[src/rtl/twiddle60_addr_seq.sv]
// Address sequencer for the 60-entry twiddle ROM of a two-factor DFT (N = N1*N2 dividing 60).
// Optional conjugate (IDFT) addressing is enabled by defining TWSEQ_CONJ_EN.
module twiddle60_addr_seq #(
    parameter int TW_LAT = 0,
    parameter int AW     = 11
) (
    input  logic          clk,
    input  logic          rst_n,
`ifdef TWSEQ_CONJ_EN
    input  logic          inverse,
`endif
    input  logic          start,
    input  logic [5:0]    cfg_n1,
    input  logic [5:0]    cfg_n2,
    input  logic          out_ready,
    output logic [AW-1:0] tw_addr,
    output logic          tw_addr_vld,
    output logic          tw_vld,
    output logic          busy,
    output logic          done,
    output logic          cfg_err
);

    typedef enum logic [1:0] {ST_IDLE, ST_RUN, ST_DRAIN, ST_DONE} state_t;

    localparam int DW = (TW_LAT > 1) ? $clog2(TW_LAT) : 1;
    localparam logic [DW-1:0] DRAIN_LAST = (TW_LAT > 0) ? DW'(TW_LAT - 1) : '0;

    state_t        state_reg, state_next;
    logic [5:0]    n1_max_reg, n1_max_next;
    logic [5:0]    n2_max_reg, n2_max_next;
    logic [5:0]    n1_reg, n1_next;
    logic [5:0]    k2_reg, k2_next;
    logic [5:0]    s_reg, s_next;
    logic [5:0]    step_reg, step_next;
    logic [5:0]    acc_reg, acc_next;
    logic [DW-1:0] drain_cnt_reg, drain_cnt_next;
    logic          cfg_err_reg, cfg_err_next;
    logic [5:0]    addr_sel;
    logic          xfer;

    // Legality and stride: N must be one of the twelve divisors of 60; S = 60/N kept mod 60.
    logic [11:0]   cfg_prod;
    logic          cfg_legal;
    logic [5:0]    cfg_s;

    assign cfg_prod = cfg_n1 * cfg_n2;

    always_comb begin
        cfg_legal = 1'b1;
        cfg_s     = 6'd0;
        case (cfg_prod)
            12'd1:   cfg_s = 6'd0;
            12'd2:   cfg_s = 6'd30;
            12'd3:   cfg_s = 6'd20;
            12'd4:   cfg_s = 6'd15;
            12'd5:   cfg_s = 6'd12;
            12'd6:   cfg_s = 6'd10;
            12'd10:  cfg_s = 6'd6;
            12'd12:  cfg_s = 6'd5;
            12'd15:  cfg_s = 6'd4;
            12'd20:  cfg_s = 6'd3;
            12'd30:  cfg_s = 6'd2;
            12'd60:  cfg_s = 6'd1;
            default: cfg_legal = 1'b0;
        endcase
    end

    function automatic logic [5:0] add_mod60(input logic [5:0] a, input logic [5:0] b);
        logic [6:0] sum;
        sum = {1'b0, a} + {1'b0, b};
        if (sum >= 7'd60)
            sum = sum - 7'd60;
        return sum[5:0];
    endfunction

    assign tw_addr_vld = (state_reg == ST_RUN);
    assign xfer        = tw_addr_vld & out_ready;
    assign busy        = (state_reg != ST_IDLE);
    assign done        = (state_reg == ST_DONE);
    assign cfg_err     = cfg_err_reg;
    assign tw_addr     = AW'(addr_sel);

`ifdef TWSEQ_CONJ_EN
    logic inverse_reg, inverse_next;
    // Conjugate twiddle: W^-x = W^(60-x), with index 0 mapping onto itself.
    assign addr_sel = (inverse_reg && (acc_reg != 6'd0)) ? (6'd60 - acc_reg) : acc_reg;
`else
    assign addr_sel = acc_reg;
`endif

    always_comb begin
        state_next     = state_reg;
        n1_max_next    = n1_max_reg;
        n2_max_next    = n2_max_reg;
        n1_next        = n1_reg;
        k2_next        = k2_reg;
        s_next         = s_reg;
        step_next      = step_reg;
        acc_next       = acc_reg;
        drain_cnt_next = drain_cnt_reg;
        cfg_err_next   = 1'b0;
`ifdef TWSEQ_CONJ_EN
        inverse_next   = inverse_reg;
`endif
        case (state_reg)
            ST_IDLE: begin
                if (start) begin
                    if (cfg_legal) begin
                        state_next  = ST_RUN;
                        n1_max_next = cfg_n1 - 6'd1;
                        n2_max_next = cfg_n2 - 6'd1;
                        s_next      = cfg_s;
                        n1_next     = 6'd0;
                        k2_next     = 6'd0;
                        step_next   = 6'd0;
                        acc_next    = 6'd0;
`ifdef TWSEQ_CONJ_EN
                        inverse_next = inverse;
`endif
                    end else begin
                        cfg_err_next = 1'b1;
                    end
                end
            end
            ST_RUN: begin
                if (xfer) begin
                    if (k2_reg == n2_max_reg) begin
                        if (n1_reg == n1_max_reg) begin
                            drain_cnt_next = '0;
                            if (TW_LAT > 0)
                                state_next = ST_DRAIN;
                            else
                                state_next = ST_DONE;
                        end else begin
                            n1_next   = n1_reg + 6'd1;
                            k2_next   = 6'd0;
                            acc_next  = 6'd0;
                            step_next = add_mod60(step_reg, s_reg);
                        end
                    end else begin
                        k2_next  = k2_reg + 6'd1;
                        acc_next = add_mod60(acc_reg, step_reg);
                    end
                end
            end
            ST_DRAIN: begin
                if (drain_cnt_reg == DRAIN_LAST)
                    state_next = ST_DONE;
                else
                    drain_cnt_next = drain_cnt_reg + 1'b1;
            end
            default: begin
                state_next = ST_IDLE;
            end
        endcase
    end

    always_ff @(posedge clk or negedge rst_n) begin
        if (!rst_n) begin
            state_reg     <= ST_IDLE;
            n1_max_reg    <= 6'd0;
            n2_max_reg    <= 6'd0;
            n1_reg        <= 6'd0;
            k2_reg        <= 6'd0;
            s_reg         <= 6'd0;
            step_reg      <= 6'd0;
            acc_reg       <= 6'd0;
            drain_cnt_reg <= '0;
            cfg_err_reg   <= 1'b0;
`ifdef TWSEQ_CONJ_EN
            inverse_reg   <= 1'b0;
`endif
        end else begin
            state_reg     <= state_next;
            n1_max_reg    <= n1_max_next;
            n2_max_reg    <= n2_max_next;
            n1_reg        <= n1_next;
            k2_reg        <= k2_next;
            s_reg         <= s_next;
            step_reg      <= step_next;
            acc_reg       <= acc_next;
            drain_cnt_reg <= drain_cnt_next;
            cfg_err_reg   <= cfg_err_next;
`ifdef TWSEQ_CONJ_EN
            inverse_reg   <= inverse_next;
`endif
        end
    end

    // tw_vld tracks accepted addresses through the ROM read latency.
    generate
        if (TW_LAT == 0) begin : g_vld_comb
            assign tw_vld = xfer;
        end else begin : g_vld_pipe
            logic [TW_LAT-1:0] vld_pipe_reg;
            for (genvar gi = 0; gi < TW_LAT; gi++) begin : g_stage
                always_ff @(posedge clk or negedge rst_n) begin
                    if (!rst_n)
                        vld_pipe_reg[gi] <= 1'b0;
                    else if (gi == 0)
                        vld_pipe_reg[gi] <= xfer;
                    else
                        vld_pipe_reg[gi] <= vld_pipe_reg[(gi > 0) ? gi - 1 : 0];
                end
            end
            assign tw_vld = vld_pipe_reg[TW_LAT-1];
        end
    endgenerate

    a_addr_range: assert property (@(posedge clk) disable iff (!rst_n)
        tw_addr_vld |-> (tw_addr < AW'(60)));

endmodule

[config.mk]
export PLATFORM = sky130hd
export DESIGN_NAME = twiddle60_addr_seq
export DESIGN_NICKNAME = d
export VERILOG_FILES = /design/src/rtl/twiddle60_addr_seq.sv
export SDC_FILE = /design/constraint.sdc
export NUM_CORES = 1
export LEC_CHECK = 0
export CAP_MARGIN = 5
export CORE_MARGIN = 3
export CORE_UTILIZATION = 35
export CTS_BUF_LIST = sky130_fd_sc_hd__clkbuf_4
export DETAILED_ROUTE_END_ITERATION = 8
export PLACE_DENSITY = 0.5
export SLEW_MARGIN = 10
export SYNTH_ARGS = -nofsm -noshare
export SYNTH_HDL_FRONTEND = slang
export SYNTH_SLANG_ARGS = --single-unit
[constraint.sdc]
create_clock -name clk -period 5.8 [get_ports clk]
set_input_delay 1.45 -clock clk [delete_from_list [all_inputs] [get_ports clk]]
set_output_delay 1.45 -clock clk [all_outputs]
set_load 0.01 [all_outputs]
Yosys cells after proc, flatten, opt, wreduce, memory -nomap -nowiden
Index checks and enable logic that the tools add are counted.
{ "classes": {"add_sub_neg": 9, "magnitude_cmp": 2, "bitwise": 1, "n_eq_ne": 25, "reduce_logical": 10, "n_shift": 0, "mul": 1, "mux": 36, "div_mod_pow": 0} }
{ "op_table": {"columns": ["op", "count"], "rows": [
  ["$mux W6", 15],
  ["$pmux W5 S11", 1],
  ["$pmux W6 S2", 4],
  ["$eq A12 B3 Y1 const B", 3],
  ["$eq A12 B4 Y1 const B", 3],
  ["$eq A12 B2 Y1 const B", 2],
  ["$eq A12 B5 Y1 const B", 2],
  ["$add A6 B6 Y7", 2],
  ["$ge A7 B6 Y1 const B", 2],
  ["$add A6 B1 Y6 const B", 2],
  ["$eq A12 B1 Y1 const B", 1],
  ["$eq A12 B6 Y1 const B", 1],
  ["$eq A6 B6 Y1", 2],
  ["$mul A6 B6 Y12", 1],
  ["$mux W2", 6],
  ["$reduce_and A6 Y1", 2],
  ["$reduce_or A12 Y1", 1],
  ["$sub A6 B1 Y6 const B", 2],
  ["$sub A6 B6 Y6 const B", 2],
  ["$mux W1", 8],
  ["$ne A2 B2 Y1 const B", 4],
  ["$ne A2 B1 Y1 const B", 3],
  ["$pmux W2 S3", 1],
  ["$reduce_bool A2 Y1", 3],
  ["10 further kinds", 11]
]} }
{ "totals": {"mem_bits_ro": 0, "ram_bits": 0, "mem_count": 0, "output_inout_bits": 16, "reg_bits": 46, "latch_bits": 0} }

Depth between registers and ports, before layout
Gate-level depths: netlist of run 1.
{ "depth": {"depth_word": 7, "mapped_depth": 19} }

Worst setup path after synthesis of run 1
Ideal clock, no wire load.
{ "synth_timing": {"path_type": "input-to-reg", "startpoint": "input cfg_n1[0]", "endpoint": "register s_reg[3]", "setup_time_ns": 0.074, "cell_stages": 16, "required_time_ns": 5.726, "path_slack_ns": -0.035, "arrival_time_ns": 5.761, "cell_sequence": "clkbuf_1 -> nand2_1 -> fa_1 -> fa_1 -> fa_1 -> inv_1 -> ha_1 -> and2b_1 -> o22a_1 -> xor2_1 -> or4_4 -> a21o_1 -> or2_1 -> clkbuf_2 -> or3_4 -> o21ai_2"} }
{ "synth_via": {"elab_chain_len": 5, "word_cells_on_any_way": 17} }
{ "synth_lines": {"columns": ["element", "line_no", "text"], "rows": [
  ["from (decl)", "13", "input logic [5:0] cfg_n1,"],
  ["$mul A6 B6 Y12 (*)", "47", "assign cfg_prod = cfg_n1 * cfg_n2;"],
  ["$eq A12 B6 Y1, or another cell as far along", "52", "case (cfg_prod)"],
  ["$reduce_or A12 Y1 (no source line)", null, null],
  ["$mux W1", "52", null],
  ["$reduce_and A3 Y1 (no source line)", null, null],
  ["to (signal assigned)", "180", "s_reg <= s_next;"],
  ["to (decl)", "34", "logic [5:0] s_reg, s_next;"]
]} }
Mark *: on every way between the ends. The rest lies on a longest branch, timed or not.
A chain may end at the register's enable or synchronous reset.

Worst setup path in the final report of run 1
{ "layout_timing": {"startpoint": "input cfg_n1[3]", "endpoint": "register k2_reg[3]"} }
{ "layout_via": {"elab_chain_len": 6, "word_cells_on_any_way": 17} }
{ "layout_lines": {"columns": ["element", "line_no", "text"], "rows": [
  ["$mul A6 B6 Y12 (*)", "47", null],
  ["$eq A12 B6 Y1, or another cell as far along", "52", null],
  ["$reduce_or A12 Y1 (no source line) (*)", null, null],
  ["$mux W1 (*)", "52", null],
  ["$ne A2 B2 Y1 (no source line) (*)", null, null],
  ["$reduce_and A5 Y1 (no source line) (*)", null, null],
  ["to (signal assigned)", "179", "k2_reg <= k2_next;"],
  ["to (decl)", "33", "logic [5:0] k2_reg, k2_next;"]
]} }
Marked as above.

==> impl_metrics.csv, run 1 <==
group,metric,value,unit
cts,cts_hold_buf,0,
place,dp_slack,-0.541,ns
floorplan,die_w,115,um
route,wl,9610,um
grt,grt_use_total,0.150,
sta,grt_setup_unrepaired,"no",
logic_synthesis,synth_top_area_cell,"dfrtp_1",
logic_synthesis,synth-seq-cells,44,
flow_run,cap_violations,0,
route,wire_per_inst,13.7,um
floorplan,die_area,0.0133,sq mm
logic_synthesis,ys_top_cells_by_area,"dfrtp_1 (26%), ha_1 (12%), fa_1 (9.1%), nand2_1 (6.3%), o21ai_0 (4.3%)",
grt,grt-busiest-layer,"met2",
layout,final_util,0.435,
critical_path,crit_type,"in2reg",
critical_path,worst_path_max_delay_cell,"fa_1",
place,gp_congestion,0.857,
logic_synthesis,synthCells,491,
place,dp_hpwl,7950,um
critical_path,path_buf_inv,3,
floorplan,num_rows,39,
critical_path,rrSetupSlack,3.03,ns
power,power.net_switching,0.000459,W
cts,htreeDepth,2,
logic_synthesis,async_flop_share,1.00,
route,drc_errors,0,
grt,grt_pass1_vias,3469,
sta,finalCriticalPeriod,5.55,ns
sta,drv_slew,0,
sta,finalHoldViolCount,0,
grt,grt_use_met3,0.0193,
grt,grt_remaining_overflow,0,
cts,cts_setup_buffers,0,
layout,nNetsFinal,630,
floorplan,pin_count,32,
power,power,0.00117,W
cts,clockBufferDepth,2,
logic_synthesis,synth-seq-area-share,0.263,
power,ir_worst_vdd,105,uV
critical_path,worstSetupEndpointType,"register",
logic_synthesis,synth_area,0.00419,sq mm
worst_hold_path,holdPathStages,2,
grt,grt_pass1_wl,16300,um
route,num_vias,3520,
power,power_density,232,mW/mm^2
worst_hold_path,hold_path_startpoint,"s_reg[0]",
sta,tightestPinTransition,0.963,ns
critical_path,crit_arrival,5.83,ns
critical_path,reg2reg_from,"step_reg[0]",
critical_path,worstPathMaxFanout,6,
critical_path,r2r_end,"step_reg[2]",
grt,grt.met1_usage,0.198,
place,placed_area,0.00491,sq mm
sta,tns,0,ns
logic_synthesis,synth_top_area_share,0.263,
route,vias_per_cell,5.04,
cts,cts_tree,"yes",
logic_synthesis,yosys_warnings,0,
logic_synthesis,syn_avg_cell_area,8.54,sq um
cts,clk_pin_slew,0.13,ns
sta,clock_skew,0.0106,ns
sta,layout_setup_ws,0.255,ns
floorplan,core_area,0.0116,sq mm
power,intPower,0.000707,W
grt,antenna_found_initial,0,
critical_path,crit_required,6.09,ns
layout,area.growth.synth_to_final,20.0,%
cts,clock-root-buffer,"clkbuf_4",
route,dr.first_iter.drc_count,134,
power,combPwrFrac,0.531,
logic_synthesis,synth_ff_type,"dfrtp_1",
layout,final_area,0.00503,sq mm
sta,relSlewSlack,0.358,
floorplan,initial_utilization,0.363,
critical_path,reg2reg_depth,10,
power,power_frac_seq,0.338,
logic_synthesis,synth_cell_types,64,
sta,period_share,0.956,
sta,fmax,180,MHz
worst_hold_path,hold_end,"s_reg[0]",
grt,grt_start_max_net_pins,45,
status,outcome,"complete, no violations",
floorplan,dieHeight,115,um
critical_path,critPathMaxStageDelay,0.57,ns
place,numPortBuffers,26,
layout,layout-drive-gt1-share,0.150,
route,ant_nets,0,
grt,use_met2,0.260,
cts,clock_latency,0.36,ns
critical_path,crit_family,"adder cells",
sta,finalSetupViolations,0,
worst_hold_path,min_path_type,"reg2reg",
critical_path,start_kind,"input pin",
cts,cts_buffers,5,
power,pwr-share-clk,0.131,
critical_path,crit_top_cell,"fa_1",
logic_synthesis,synth-edff-count,0,
route,first_pass_iters,6,
power,switching_share,0.394,
power,power_leakage,2.44,nW
critical_path,crit_path_cell_trace,"dlygate4sd2_1 > nand2_1 > fa_1 > fa_1 > fa_1 > inv_1 > ha_1 > and2b_1 > o22a_1 > xor2_1 > or4_4 > a211oi_2 > buf_4 > o21ai_1 > or2_2 > o31ai_1",
cts,cts.sinks,44,
==> synth_stat cells (4+ instances only) <==
master / n
nand3_1: 18
dfrtp_1: 44
mux2i_1: 4
xnor2_1: 20
a211oi_1: 6
inv_1: 38
xor2_1: 13
o21ai_0: 36
ha_1: 41
nor2b_1: 4
o21a_1: 4
nor3b_1: 4
o31ai_1: 16
nand2b_1: 8
a21oi_1: 17
or2_2: 5
nand2_1: 70
and2_1: 17
nor2_1: 19
fa_1: 19
nor3_1: 9
buf_4: 5
clkbuf_1: 17
a21o_1: 5
==> how the worst max path moves through the flow <==
stage | cells after the start | end | start
2_1_floorplan | 16 | s_reg[3] | cfg_n1[2]
3_3_place_gp | 16 | state_reg[1] | cfg_n1[3]
3_5_place_dp | 16 | state_reg[1] | cfg_n1[3]
4_1_cts | 16 | k2_reg[4] | cfg_n2[4]
5_1_grt | 16 | n1_reg[4] | cfg_n1[3]
6_report | 16 | k2_reg[3] | cfg_n1[3]
==> through the flow <==
step,hold WS [ns],cells
after floorplan,0.445,495
after global placement,0.480,690
after detailed placement,0.476,690
after CTS,0.507,698
after global routing,0.552,698
final,0.497,699
==> cell type report <==
type / count / area (sq um)
Fill cell: 1144 / 6530
Multi-Input combinational cell: 387 / 2890
Sequential cell: 44 / 1100
Timing Repair Buffer: 77 / 653
Tap cell: 143 / 179
Inverter: 39 / 146
Clock buffer: 7 / 52.6
Clock inverter: 1 / 3.75
Antenna cell: 1 / 2.50
==> what timing repair did <==
| action | CTS | global route |
|---|---|---|
| setup endpoints to repair | 20 | 43 |
| pin swaps | 1 | 6 |
| resized for setup | 9 | 19 |
==> power by group through the flow <==
| stage | logic [W] | registers [W] | clock network (W) |
|---|---|---|---|
| floorplan | 0.000387 | 0.000389 | 0 |
| global placement | 0.000590 | 0.000399 | 0 |
| detailed placement | 0.000601 | 0.000401 | 0 |
| CTS | 0.000613 | 0.000395 | 0.000160 |
| global route | 0.000696 | 0.000401 | 0.000173 |
| finish | 0.000620 | 0.000394 | 0.000153 |
==> tightest hold or removal path, cell delays in order (launching register included) <==
cell	delay, ns
dfrtp_1	0.37
nand2_1	0.05
nand2_1	0.05
==> layout by cell type, fill, tap and decap left out, types with 8 or more instances in the layout <==
cell and count:
nor2_1 19, dlymetal6s2s_1 8, dfrtp_1 44, fa_1 17, buf_4 51, inv_1 38, ha_1 40, clkdlybuf4s50_1 13
nand2b_1 8, o31ai_1 15, nand2_1 69, nand3_1 18, xnor2_1 20, and2_1 17, xor2_1 12, o21ai_0 32
a21oi_1 17, nor3_1 9
==> kinds of logic (layout without fill, tap and decap cells) <==
family | Yosys count | after routing | share of synthesized area
flip-flops | 44 | 44 | 0.263
AND/OR/NAND/NOR | 172 | 172 | 0.202
XOR/XNOR | 33 | 33 | 0.0689
buffers and inverters | 64 | 124 | 0.0627
other | 1 | 6 | 0.000894
multiplexers | 5 | 5 | 0.0122
adder cells (fa/ha/maj) | 60 | 60 | 0.213
AO/OA/AOI/OAI | 112 | 112 | 0.178
==> metal layers <==
layer | vias up | part of all wire
li1 | 1813 | -
met1 | 1666 | 0.47
met2 | 32 | 0.50
met3 | 9 | 0.017
met4 | 0 | 0.012
met5 | - | 0
(Power assumes the default switching activity.)
==> run 2: changes to the inputs <==
- CAP_MARGIN: 5 -> unset
- SLEW_MARGIN: 10 -> 20
==> results of run 2 <==
The final DEF is identical to that of run 1; final timing and power are the same.
